==> src/rtl/fx_16bit_band_combiner.sv <==
// Band combiner: per-band sign-magnitude gain, time-multiplexed MAC, saturating Q1.15 output.
// Optional macro FX_BAND_ROUND_EN selects round-half-away-from-zero instead of truncation.
module fx_16bit_band_combiner #(
  parameter int          NBANDS       = 4,
  parameter logic [15:0] GAIN_DEFAULT = 16'h7FFF,
  localparam int         AW           = $clog2(NBANDS)
) (
  input  logic                 clk_slow,
  input  logic                 rst,
  input  logic [16*NBANDS-1:0] band_in,
  input  logic                 in_valid,
  output logic                 in_ready,
  input  logic                 gain_we,
  input  logic [AW-1:0]        gain_addr,
  input  logic [15:0]          gain_wdata,
  output logic [15:0]          out_data,
  output logic                 out_valid,
  input  logic                 out_ready,
  output logic                 sat_flag
);

  typedef enum logic [1:0] {S_IDLE, S_MAC, S_OUT} state_t;

  state_t      r_state;
  logic        r_in_ready;
  logic        r_out_valid;
  logic [15:0] r_out_data;
  logic        r_sat;
  logic [AW-1:0] r_k;
  logic signed [33:0] r_acc;
  logic [15:0] r_gain  [NBANDS];
  logic [15:0] r_band  [NBANDS];
  logic [15:0] r_sgain [NBANDS];

  logic [15:0] w_gain_snap [NBANDS];
  logic        w_accept;
  logic [15:0] w_band;
  logic [15:0] w_gain;
  logic        w_psign;
  logic [29:0] w_pmag;
  logic signed [33:0] w_prod;
  logic signed [33:0] w_acc_next;
  logic [33:0] w_acc_abs;
  logic [33:0] w_rnd;
  logic [18:0] w_mag;
  logic        w_sat;
  logic [14:0] w_mag15;
  logic        w_sign;

  assign w_accept = in_valid && r_in_ready;

  // A gain written in the accept cycle must land in the snapshot too.
  always_comb begin
    for (int k = 0; k < NBANDS; k++) begin
      w_gain_snap[k] = r_gain[k];
      if (gain_we && gain_addr == AW'(k)) w_gain_snap[k] = gain_wdata;
    end
  end

  // 16'h8000 has zero magnitude, so negative zero contributes nothing.
  assign w_band     = r_band[r_k];
  assign w_gain     = r_sgain[r_k];
  assign w_psign    = w_band[15] ^ w_gain[15];
  assign w_pmag     = {15'd0, w_band[14:0]} * {15'd0, w_gain[14:0]};
  assign w_prod     = $signed({4'd0, w_pmag});
  assign w_acc_next = w_psign ? (r_acc - w_prod) : (r_acc + w_prod);

  assign w_acc_abs = r_acc[33] ? 34'(-r_acc) : 34'(r_acc);
`ifdef FX_BAND_ROUND_EN
  assign w_rnd = w_acc_abs + 34'd16384;
`else
  assign w_rnd = w_acc_abs;
`endif
  assign w_mag   = 19'(w_rnd >> 15);
  assign w_sat   = |w_mag[18:15];
  assign w_mag15 = w_sat ? 15'h7FFF : w_mag[14:0];
  assign w_sign  = r_acc[33] && (w_mag15 != 15'd0);

  // NOTE: sequential state uses non-blocking assignments so every register samples pre-edge values.
  always_ff @(posedge clk_slow) begin
    if (rst) begin
      r_state     <= S_IDLE;
      r_in_ready  <= 1'b0;
      r_out_valid <= 1'b0;
      r_out_data  <= 16'h0000;
      r_sat       <= 1'b0;
      r_k         <= '0;
      r_acc       <= '0;
      for (int k = 0; k < NBANDS; k++) r_gain[k] <= GAIN_DEFAULT;
    end else begin
      if (gain_we && int'(gain_addr) < NBANDS) r_gain[gain_addr] <= gain_wdata;
      case (r_state)
        S_IDLE: begin
          r_in_ready <= 1'b1;
          if (w_accept) begin
            r_in_ready <= 1'b0;
            r_acc      <= '0;
            r_k        <= '0;
            r_state    <= S_MAC;
          end
        end
        S_MAC: begin
          r_acc <= w_acc_next;
          if (r_k == AW'(NBANDS - 1)) r_state <= S_OUT;
          else                        r_k     <= r_k + AW'(1);
        end
        S_OUT: begin
          if (!r_out_valid) begin
            r_out_valid <= 1'b1;
            r_out_data  <= {w_sign, w_mag15};
            r_sat       <= w_sat;
          end else if (out_ready) begin
            r_out_valid <= 1'b0;
            r_in_ready  <= 1'b1;
            r_state     <= S_IDLE;
          end
        end
        default: r_state <= S_IDLE;
      endcase
    end
  end

  // NOTE: shadow registers carry no reset; they are always loaded before being read.
  always_ff @(posedge clk_slow) begin
    if (w_accept) begin
      for (int k = 0; k < NBANDS; k++) begin
        r_band[k]  <= band_in[16*k +: 16];
        r_sgain[k] <= w_gain_snap[k];
      end
    end
  end

  assign in_ready  = r_in_ready;
  assign out_valid = r_out_valid;
  assign out_data  = r_out_data;
  assign sat_flag  = r_sat;

endmodule

==> config.mk <==
export PLATFORM = sky130hd
export DESIGN_NAME = fx_16bit_band_combiner
export DESIGN_NICKNAME = d
export VERILOG_FILES = /design/src/rtl/fx_16bit_band_combiner.sv
export SDC_FILE = /design/constraint.sdc
export NUM_CORES = 1
export LEC_CHECK = 0
export ABC_AREA = 1
export CORE_MARGIN = 4
export CORE_UTILIZATION = 50
export DETAILED_ROUTE_END_ITERATION = 10
export PLACE_DENSITY = 0.77
export SETUP_SLACK_MARGIN = 0.1
export SYNTH_ARGS = -nofsm -noshare
export SYNTH_HDL_FRONTEND = slang
export SYNTH_SLANG_ARGS = --single-unit
export TNS_END_PERCENT = 10
==> constraint.sdc <==
create_clock -name clk_slow -period 20 [get_ports clk_slow]
set_clock_uncertainty 0.1 [all_clocks]
set_input_delay 2 -clock clk_slow [delete_from_list [all_inputs] [get_ports clk_slow]]
set_output_delay 2 -clock clk_slow [all_outputs]
set_load 0.01 [all_outputs]
# Word level (Yosys, flattened, before mapping)
# Memory sizes are Yosys's and may differ from the RTL's. A register that Yosys moved wholly into a read port is not among the register bits.
# Cells that the tools add are included.
[totals] ff_bits=57 ramBits=192 in_bits=87 out_inout_bits=19 word_cells=83 mem_count=3
[memory_table] name="r_band" words=4 word_bits=16 rd=1 rd_ports_with_merged_regs=1 write_ports=4 line_no="32" text="logic [15:0] r_band [NBANDS];"
[memory_table] name="r_gain" words=4 word_bits=16 rd=4 rd_ports_with_merged_regs=0 write_ports=4 line_no="31" text="logic [15:0] r_gain [NBANDS];"
[memory_table] name="r_sgain" words=4 word_bits=16 rd=1 rd_ports_with_merged_regs=1 write_ports=4 line_no="33" text="logic [15:0] r_sgain [NBANDS];"
[classes] addsub=4 multipliers=1 n_eq_ne=11 muxes=37 bitwise_logic=2 n_reduce_logical=18
[ops] op="$mux 34" n=3
[ops] op="$mux 16" n=5
[ops] op="$pmux 34 s2" n=1
[ops] op="$add 34x31->34" n=1
[ops] op="$neg 34->34" n=1
[ops] op="$sub 34x31->34" n=1
[ops] op="$mul 15x15->30" n=1
[ops] op="$mux 2" n=11
[ops] op="$reduce_or 16->1" n=1
[ops] op="$mux 15" n=1
[ops] op="$reduce_bool 15->1" n=1
[ops] op="$mux 1" n=13
[ops] op="$ne 2x2->1 const B" n=5
[ops] op="$eq 2x2->1 const B" n=4
[ops] op="$logic_and 1x1->1" n=6
[ops] op="$pmux 2 s3" n=1
[ops] op="$reduce_and 3->1" n=2
[ops] op="$eq 2x1->1 const B" n=2
[ops] op="$logic_not 2->1" n=2
[ops] op="$pmux 2 s2" n=1
[ops] op="$reduce_and 2->1" n=2
[ops] op="$reduce_and 4->1" n=1
[ops] op="$reduce_bool 2->1" n=2
[ops] op="$reduce_or 4->1" n=1
[ops] op="other kinds (4)" n=4

# Depth between registers and ports, before layout
# Gate-level depths: netlist of run 1.
[depth] word_depth=6 ltp_mapped=50 depth_no_buf=48

# Worst setup path before layout of run 1
# OpenSTA, ideal clock, no wires.
[synth_timing] path_kind="reg2reg" from="reg (tool-made name)" to="reg r_acc[31]" setup_time_ps=134 arrival_time_ps=8168 t_required_ps=19766 setup_slack_ps=11598 stages_incl_launch_ff=45 path_buffers=3 synth_period_minus_slack_ps=8402 cell_sequence="dfxtp_1 -> inv_1 -> buf_1 -> clkbuf_1 -> a32oi_1 -> inv_1 -> buf_1 -> nor2_1 -> fa_1 -> inv_1 -> fa_1 -> inv_1 -> fa_1 -> inv_1 -> fa_1 -> inv_1 -> fa_1 -> inv_1 -> [... 9 more ...] -> xor2_2 -> nor4_4 -> nand4_2 -> o21ai_4 -> nand2_1 -> xor2_1 -> inv_1 -> ha_1 -> nand2_1 -> nor4_1 -> nand3_1 -> nand3_1 -> nand2_1 -> nand2_1 -> a21o_1 -> a21oi_1 -> o21ai_0 -> a21oi_1"
[synth_rtl] element="end signal, assigned" line_no="103" text="r_acc <= w_acc_next;"
[synth_rtl] element="end, declared" line_no="30" text="logic signed [33:0] r_acc;"

==> impl_results.md, run 1 <==
* Run status: finished clean
* Share of layout cells above drive strength 1 at around 4.4%
* CTS Sinks at 251
* Final Wtd Congestion at about 0.96
* CTS tree: done
* Syn Nets at slightly above 3,000
* Row count at 75
* Min-Delay Endpoint: r_acc[0]
* Layout area overhead at 12.1%
* Setup TNS at 0 ns
* Reg2Reg Capture Point: r_acc[31]
* Register area at around 7000 um^2
* First drt pass iteration count at 6
* Vias/cell at ~5.4
* Worst-path maximum fanout at between 60 and 70
* Initial antenna violation count at 0
* # resized after CTS at 0
* WL final at ~54,000 um
* RSZ-0062 raised after global routing: no
* MaxCap Viol Count at 0
* Avg WL per Cell at roughly 16 um
* Initial Util at between 50% and 60%
* WS Path Type: reg -> reg
* Clock root buffer: clkbuf_16
* Number of global-route vias before repair at between 15,000 and 20,000
* Max-slew violations at 0
* CP max stage delay at approximately 0.9 ns
* Mapped Area at about 21,000 um^2
* Nets at slightly above 3,000
* Yosys reg bits at about 250
* Layer with the highest usage: met2
* Synth warnings at 0
* GR Overflow Total at 0
* Clk slew on worst S/H paths at roughly 0.060 ns
* Hold_sp: r_acc[0]
* Die Footprint at around 46,000 um^2
* I/O pins at 106
* Slowest library cell on the worst path: inv_2
* Startpoint types: flip-flop
* Worst-margin pin slew at around 1.1 ns
* Fraction of the mapped netlist area in compound gates at about a tenth
* Hold Fails Final Rpt at 0
* GRT met3 Usage at 3.54%
* Worst EP arrival at 11.02 ns
* Clock buffer depth at 3
* GR Layer Usage met2 at between 40% and 50%
* Post-Synth Adder-Cell Area at around a quarter
* Dpl hpwl at slightly above 40,000 um
* Top post-synthesis cells by area: edfxtp_1 (27%), fa_1 (16%), nand2_1 (12%), inv_1 (8.3%), ha_1 (7.6%)
* Crit-path most repeated cell: nand2_1
* Simple-Gate Fraction of Synth Area at approximately 22%
* Fillers at ~3,700
* Library cells used by synthesis at slightly above 50
* H-tree levels at 1
* Antenna cell count at 0
* CP required at 20.32 ns
* Relative slew slack at 25.3%
* GRT Overall Usage at 24.0%
* Core area at about 42,000 um^2
* Port buffer count at between 100 and 150
* Sequential element share of the synthesized area at 32.8%
* Min Tclk post-route at roughly 11 ns
* Area of the multi-input gates at ~12,000 um^2
* Starting DRT DRC Count at about 1,500
* Crit. End Element: flip-flop
* Post-Synth XOR/XNOR Area at 2.22%
* Post-synth EDFFs at between 150 and 200
* Post-synthesis cell count at 2,639
* Multiplexer share of the synthesized area at 0%
* # DRC at 0
* Final period util at between 50 and 60%
* Die Span Y at around 210 um
* Met1 Use GR at roughly 32%
* Hold depth at 2
* Post-synth top area share at 27.2%
* Hold buffers post-CTS at 0
* Pin count of the biggest net entering global routing at 80
* Post-route ant nets at 0
* Asr flop ratio synth at 0%
* Final setup violation count at 0
* Clk Latency, worst-skew pair at approximately 0.55 ns
* Most frequent cells in the layout: nand2_1 (669), inv_1 (466), nor2_1 (278)
* Max Clk Rate at slightly above 90 MHz
* Clock buffer count from CTS at 28
* Hold Path Class: reg -> reg
* Most common cell after layout, fill and taps aside: nand2_1
* Post-CTS Setup Bufs at 0
* Synthesized area per cell at approximately 8 um^2
* Yosys top cell by area: edfxtp_1
* Worst R2R Setup Slack at between 9 and 10 ns
* R2R depth at 43
* Post-synth top flop: edfxtp_1
* First-pass GRT wire length at approximately 90,000 um
* Main combinational cell family by area after synthesis: adder cells
* DIE WIDTH at roughly 210 um
* Via count at 17,686
[cell usage after synthesis, drive strengths merged (4+ instances only)]
library cell,number
nand2,679
inv,479
nor2,288
edfxtp,192
fa,168
a21oi,145
ha,129
o21ai,124
nand3,95
dfxtp,59
clkbuf,46
xor2,39
nand4,34
a32oi,27
buf,20
o211ai,16
nor3,14
xnor2,12
nand3b,10
or2,10
clkinv,9
a31oi,8
a21boi,5
a21o,5
nor4,5
o21a,5
o31ai,4
[flip-flops by register name, indices dropped and copies added (netlist names), named ones only]
name,cells
in_ready,1
out_data,16
out_valid,1
r_acc,34
r_band,64
r_gain,64
r_k,2
r_sgain,64
r_state,2
sat_flag,1
[worst max-delay path by stage]
stage | endpoint | start | cells past startpoint
2_1_floorplan | r_acc[31] | flip-flop | 44
5_1_grt | r_acc[31] | flip-flop | 43
4_1_cts | r_acc[31] | flip-flop | 43
3_5_place_dp | r_acc[31] | flip-flop | 43
3_3_place_gp | r_acc[31] | flip-flop | 43
6_report | r_acc[31] | flip-flop | 43
[worst max-delay path, delay by kind of cell (launching register included)]
kind,cells,cell delay [ns]
xor gates and xnor gates,1,0.15
AOI/OAI and AO/OA,6,1.50
and+or+nand+nor,18,2.66
buffers and inverters,10,2.27
DFF,1,0.31
adders and majority gates,8,3.49
[kinds of logic after synthesis]
kind of cell / Yosys count
AND/OR/NAND/NOR: 1137
buffers and inverters: 554
AO/OA/AOI/OAI: 349
adder cells (fa/ha/maj): 297
flip-flops: 251
XOR/XNOR: 51
[area by class of cell]
| type | count | area share (%) |
|---|---|---|
| repair buffers | 129 | 5.19 |
| clock inverters | 14 | 0.707 |
| clock buffers | 35 | 3.15 |
| inverters | 488 | 7.73 |
| multi-input cells | 1834 | 51.1 |
| flip-flops and latches | 251 | 29.3 |
| well taps | 539 | 2.84 |
[through the flow]
stage | setup slack, ns | instances | utilization [%] | hold WS [ns] | area, um^2
3_3_place_gp | 9.50 | 3241 | 54.4 | 0.359 | 22800
6_report | 9.30 | 3290 | 56.6 | 0.383 | 23700
5_1_grt | 8.47 | 3290 | 56.6 | 0.417 | 23700
4_1_cts | 9.45 | 3290 | 56.6 | 0.384 | 23700
3_5_place_dp | 9.47 | 3241 | 54.4 | 0.374 | 22800
2_1_floorplan | 11.60 | 2639 | - | 0.354 | 21200
[layer usage]
layer,wire (um),vias up
met5,0,-
met4,1530,0
met3,3560,123
met2,26000,601
met1,22800,8387
li1,-,8575
Power of run 1 is left out: the tool's default activity adds up to more than one toggle a clock period on the data nets, which glitch-free logic cannot reach.
==> run 2, diff against run 1 <==
==> constraint.sdc (replaced) <==
create_clock -name clk_slow -period 11 [get_ports clk_slow]
set_clock_uncertainty 0.1 [all_clocks]
set_input_delay 1.1 -clock clk_slow [delete_from_list [all_inputs] [get_ports clk_slow]]
set_output_delay 1.1 -clock clk_slow [all_outputs]
set_load 0.01 [all_outputs]
==> run 2 against run 1 <==
  * Via count rose by 0.55%
  * Design area fell by 0.12%
  * Critical path depth did not move
  * Utilization fell by 0.069 points
  * Register-to-register slack got worse by 8.4 ns
  * Largest cell class unchanged
==> impl_results.md, run 2 (synthesis results as in run 1) <==
* Run status: finished clean (unchanged)
* Port buffer count at 105 (unchanged)
* Final setup violation count at 0 (unchanged)
* Top flop regs: r_band (64), r_gain (64), r_sgain (64) (unchanged)
* Hold WS at 0.383 ns (about the same)
* Row count at 75 (unchanged)
* Avg WL per Cell at 16.4 um (about the same)
* Critical path buffer and inverter count at 10 (unchanged)
* Final period util at 91.7% (was 53.5%)
* Hold buffers post-CTS at 0 (unchanged)
* RSZ-0062 raised after global routing: no (unchanged)
* Clk slew on worst S/H paths at 0.06 ns (about the same)
* Clock root buffer: clkbuf_16 (unchanged)
* Initial Util at 50.5% (unchanged)
* Hold Fails Final Rpt at 0 (unchanged)
* WL final at 54,200 um (was 53,800 um)
* DIE WIDTH at 214 um (unchanged)
* Cell Count Post-Placement at 3,245 (was 3,241)
* Reg2Reg Capture Point: r_acc[31] (unchanged)
* Core area at 41,900 um^2 (unchanged)
* Startpoint types: flip-flop (unchanged)
* Dpl hpwl at 41,500 um (was 41,200 um)
* Max Clk Rate at 99.2 MHz (was 93.4 MHz)
* Share of layout cells above drive strength 1 at 4.35% (was 4.43%)
* First-pass GRT wire length at 89,400 um (was 88,800 um)
* Fillers at 3,691 (was 3,678)
* GRT Overall Usage at 24.0% (about the same)
* Clock buffer depth at 3 (unchanged)
* Post-CTS Setup Bufs at 0 (unchanged)
* Crit. End Element: flip-flop (unchanged)
* Clk Latency, worst-skew pair at 0.55 ns (about the same)
* Crit-path most repeated cell: nand2_1 (unchanged)
* Min Tclk post-route at 10.08 ns (was 10.70 ns)
* WS Path Type: reg -> reg (unchanged)
* # DRC at 0 (unchanged)
* Layout area overhead at 11.9% (was 12.1%)
* Worst EP arrival at 10.39 ns (was 11.02 ns)
* Antenna cell count at 0 (unchanged)
* Max-slew violations at 0 (unchanged)
* Worst-margin pin slew at 1.17 ns (was 1.12 ns)
* Setup TNS at 0 ns (unchanged)
* Nets at 3,119 (was 3,116)
* H-tree levels at 1 (unchanged)
* Post-route ant nets at 0 (unchanged)
* Pin count of the biggest net entering global routing at 88 (was 80)
* Crit path max-delay family: adder cells (unchanged)
* CP required at 11.31 ns (was 20.32 ns)
* CTS Sinks at 251 (unchanged)
* First drt pass iteration count at 6 (unchanged)
* Die Span Y at 214 um (unchanged)
* Vias/cell at 5.40 (was 5.38)
* GR Overflow Total at 0 (unchanged)
* Setup crit end: r_acc[31] (unchanged)
* # resized after CTS at 0 (unchanged)
* Most common cell after layout, fill and taps aside: nand2_1 (unchanged)
* Final Wtd Congestion at 0.981 (was 0.958)
* Hold Path Class: reg -> reg (unchanged)
* CP Depth at 43 (unchanged)
* MaxCap Viol Count at 0 (unchanged)
* I/O pins at 106 (unchanged)
* CP max stage delay at 0.58 ns (was 0.90 ns)
* CTS tree: done (unchanged)
* Relative slew slack at 21.8% (was 25.3%)
* Via count at 17,783 (was 17,686)
* Final Non-Filler Cells at 3,295 (was 3,290)
* Clock buffer count from CTS at 27 (was 28)
* Starting DRT DRC Count at 1,285 (was 1,502)
* Most frequent cells in the layout: nand2_1 (669), inv_1 (466), nor2_1 (278) (unchanged)
* Worst R2R Setup Slack at 0.92 ns (was 9.30 ns)
* Initial antenna violation count at 0 (unchanged)
* Die Footprint at 45,700 um^2 (unchanged)
* Number of global-route vias before repair at 18,039 (was 17,870)
* Slowest library cell on the worst path: inv_2 (unchanged)
* Worst-path maximum fanout at 47 (was 67)
* R2R depth at 43 (unchanged)
-- run 2: worst min path at each step --
stage | start | end | slack, ns | depth (start not counted)
after global placement | out_data[15] | out_data[15] | 0.36 | 2
after CTS | r_acc[0] | r_acc[0] | 0.39 | 2
after global routing | out_data[15] | out_data[15] | 0.41 | 2
final | r_acc[0] | r_acc[0] | 0.38 | 2
after detailed placement | out_data[15] | out_data[15] | 0.37 | 2
after floorplan | r_acc[0] | r_acc[0] | 0.35 | 2
-- run 2: layer usage --
metal	vias up	share of wire, %	track usage, %
li1	8576	-	-
met1	8537	42	32.1
met5	-	0	0
met4	0	1.8	5.14
met3	80	7.0	3.12
met2	590	49	42.2
-- run 2: area by class of cell --
cell class | count | area (um^2) | share of cell area, %
clock inverter | 14 | 148 | 0.623
clock buffer | 36 | 709 | 2.99
timing repair buffer | 133 | 1260 | 5.32
multi-input combinational | 1834 | 12100 | 51.2
sequential | 251 | 6950 | 29.3
inverter | 488 | 1830 | 7.74
tap | 539 | 674 | 2.85
-- run 2: worst register-to-register path, delay by kind of cell, from the launching register on --
| kind | cells | cell delay (ns) |
|---|---|---|
| fa+ha+maj | 8 | 3.56 |
| buf+inv | 10 | 1.94 |
| flops | 1 | 0.32 |
| simple gates | 18 | 2.61 |
| compound gates | 6 | 1.26 |
| xor+xnor | 1 | 0.15 |
-- run 2: stage by stage --
stage          area [um^2]  setup WS (ns)  utilization (%)
2_1_floorplan        21200           2.60                -
3_3_place_gp         22800           1.21             54.5
3_5_place_dp         22800           1.02             54.5
4_1_cts              23700          0.947             56.5
5_1_grt              23700          0.265             56.5
6_report             23700          0.916             56.5
Power of run 2 is left out for the same reason.
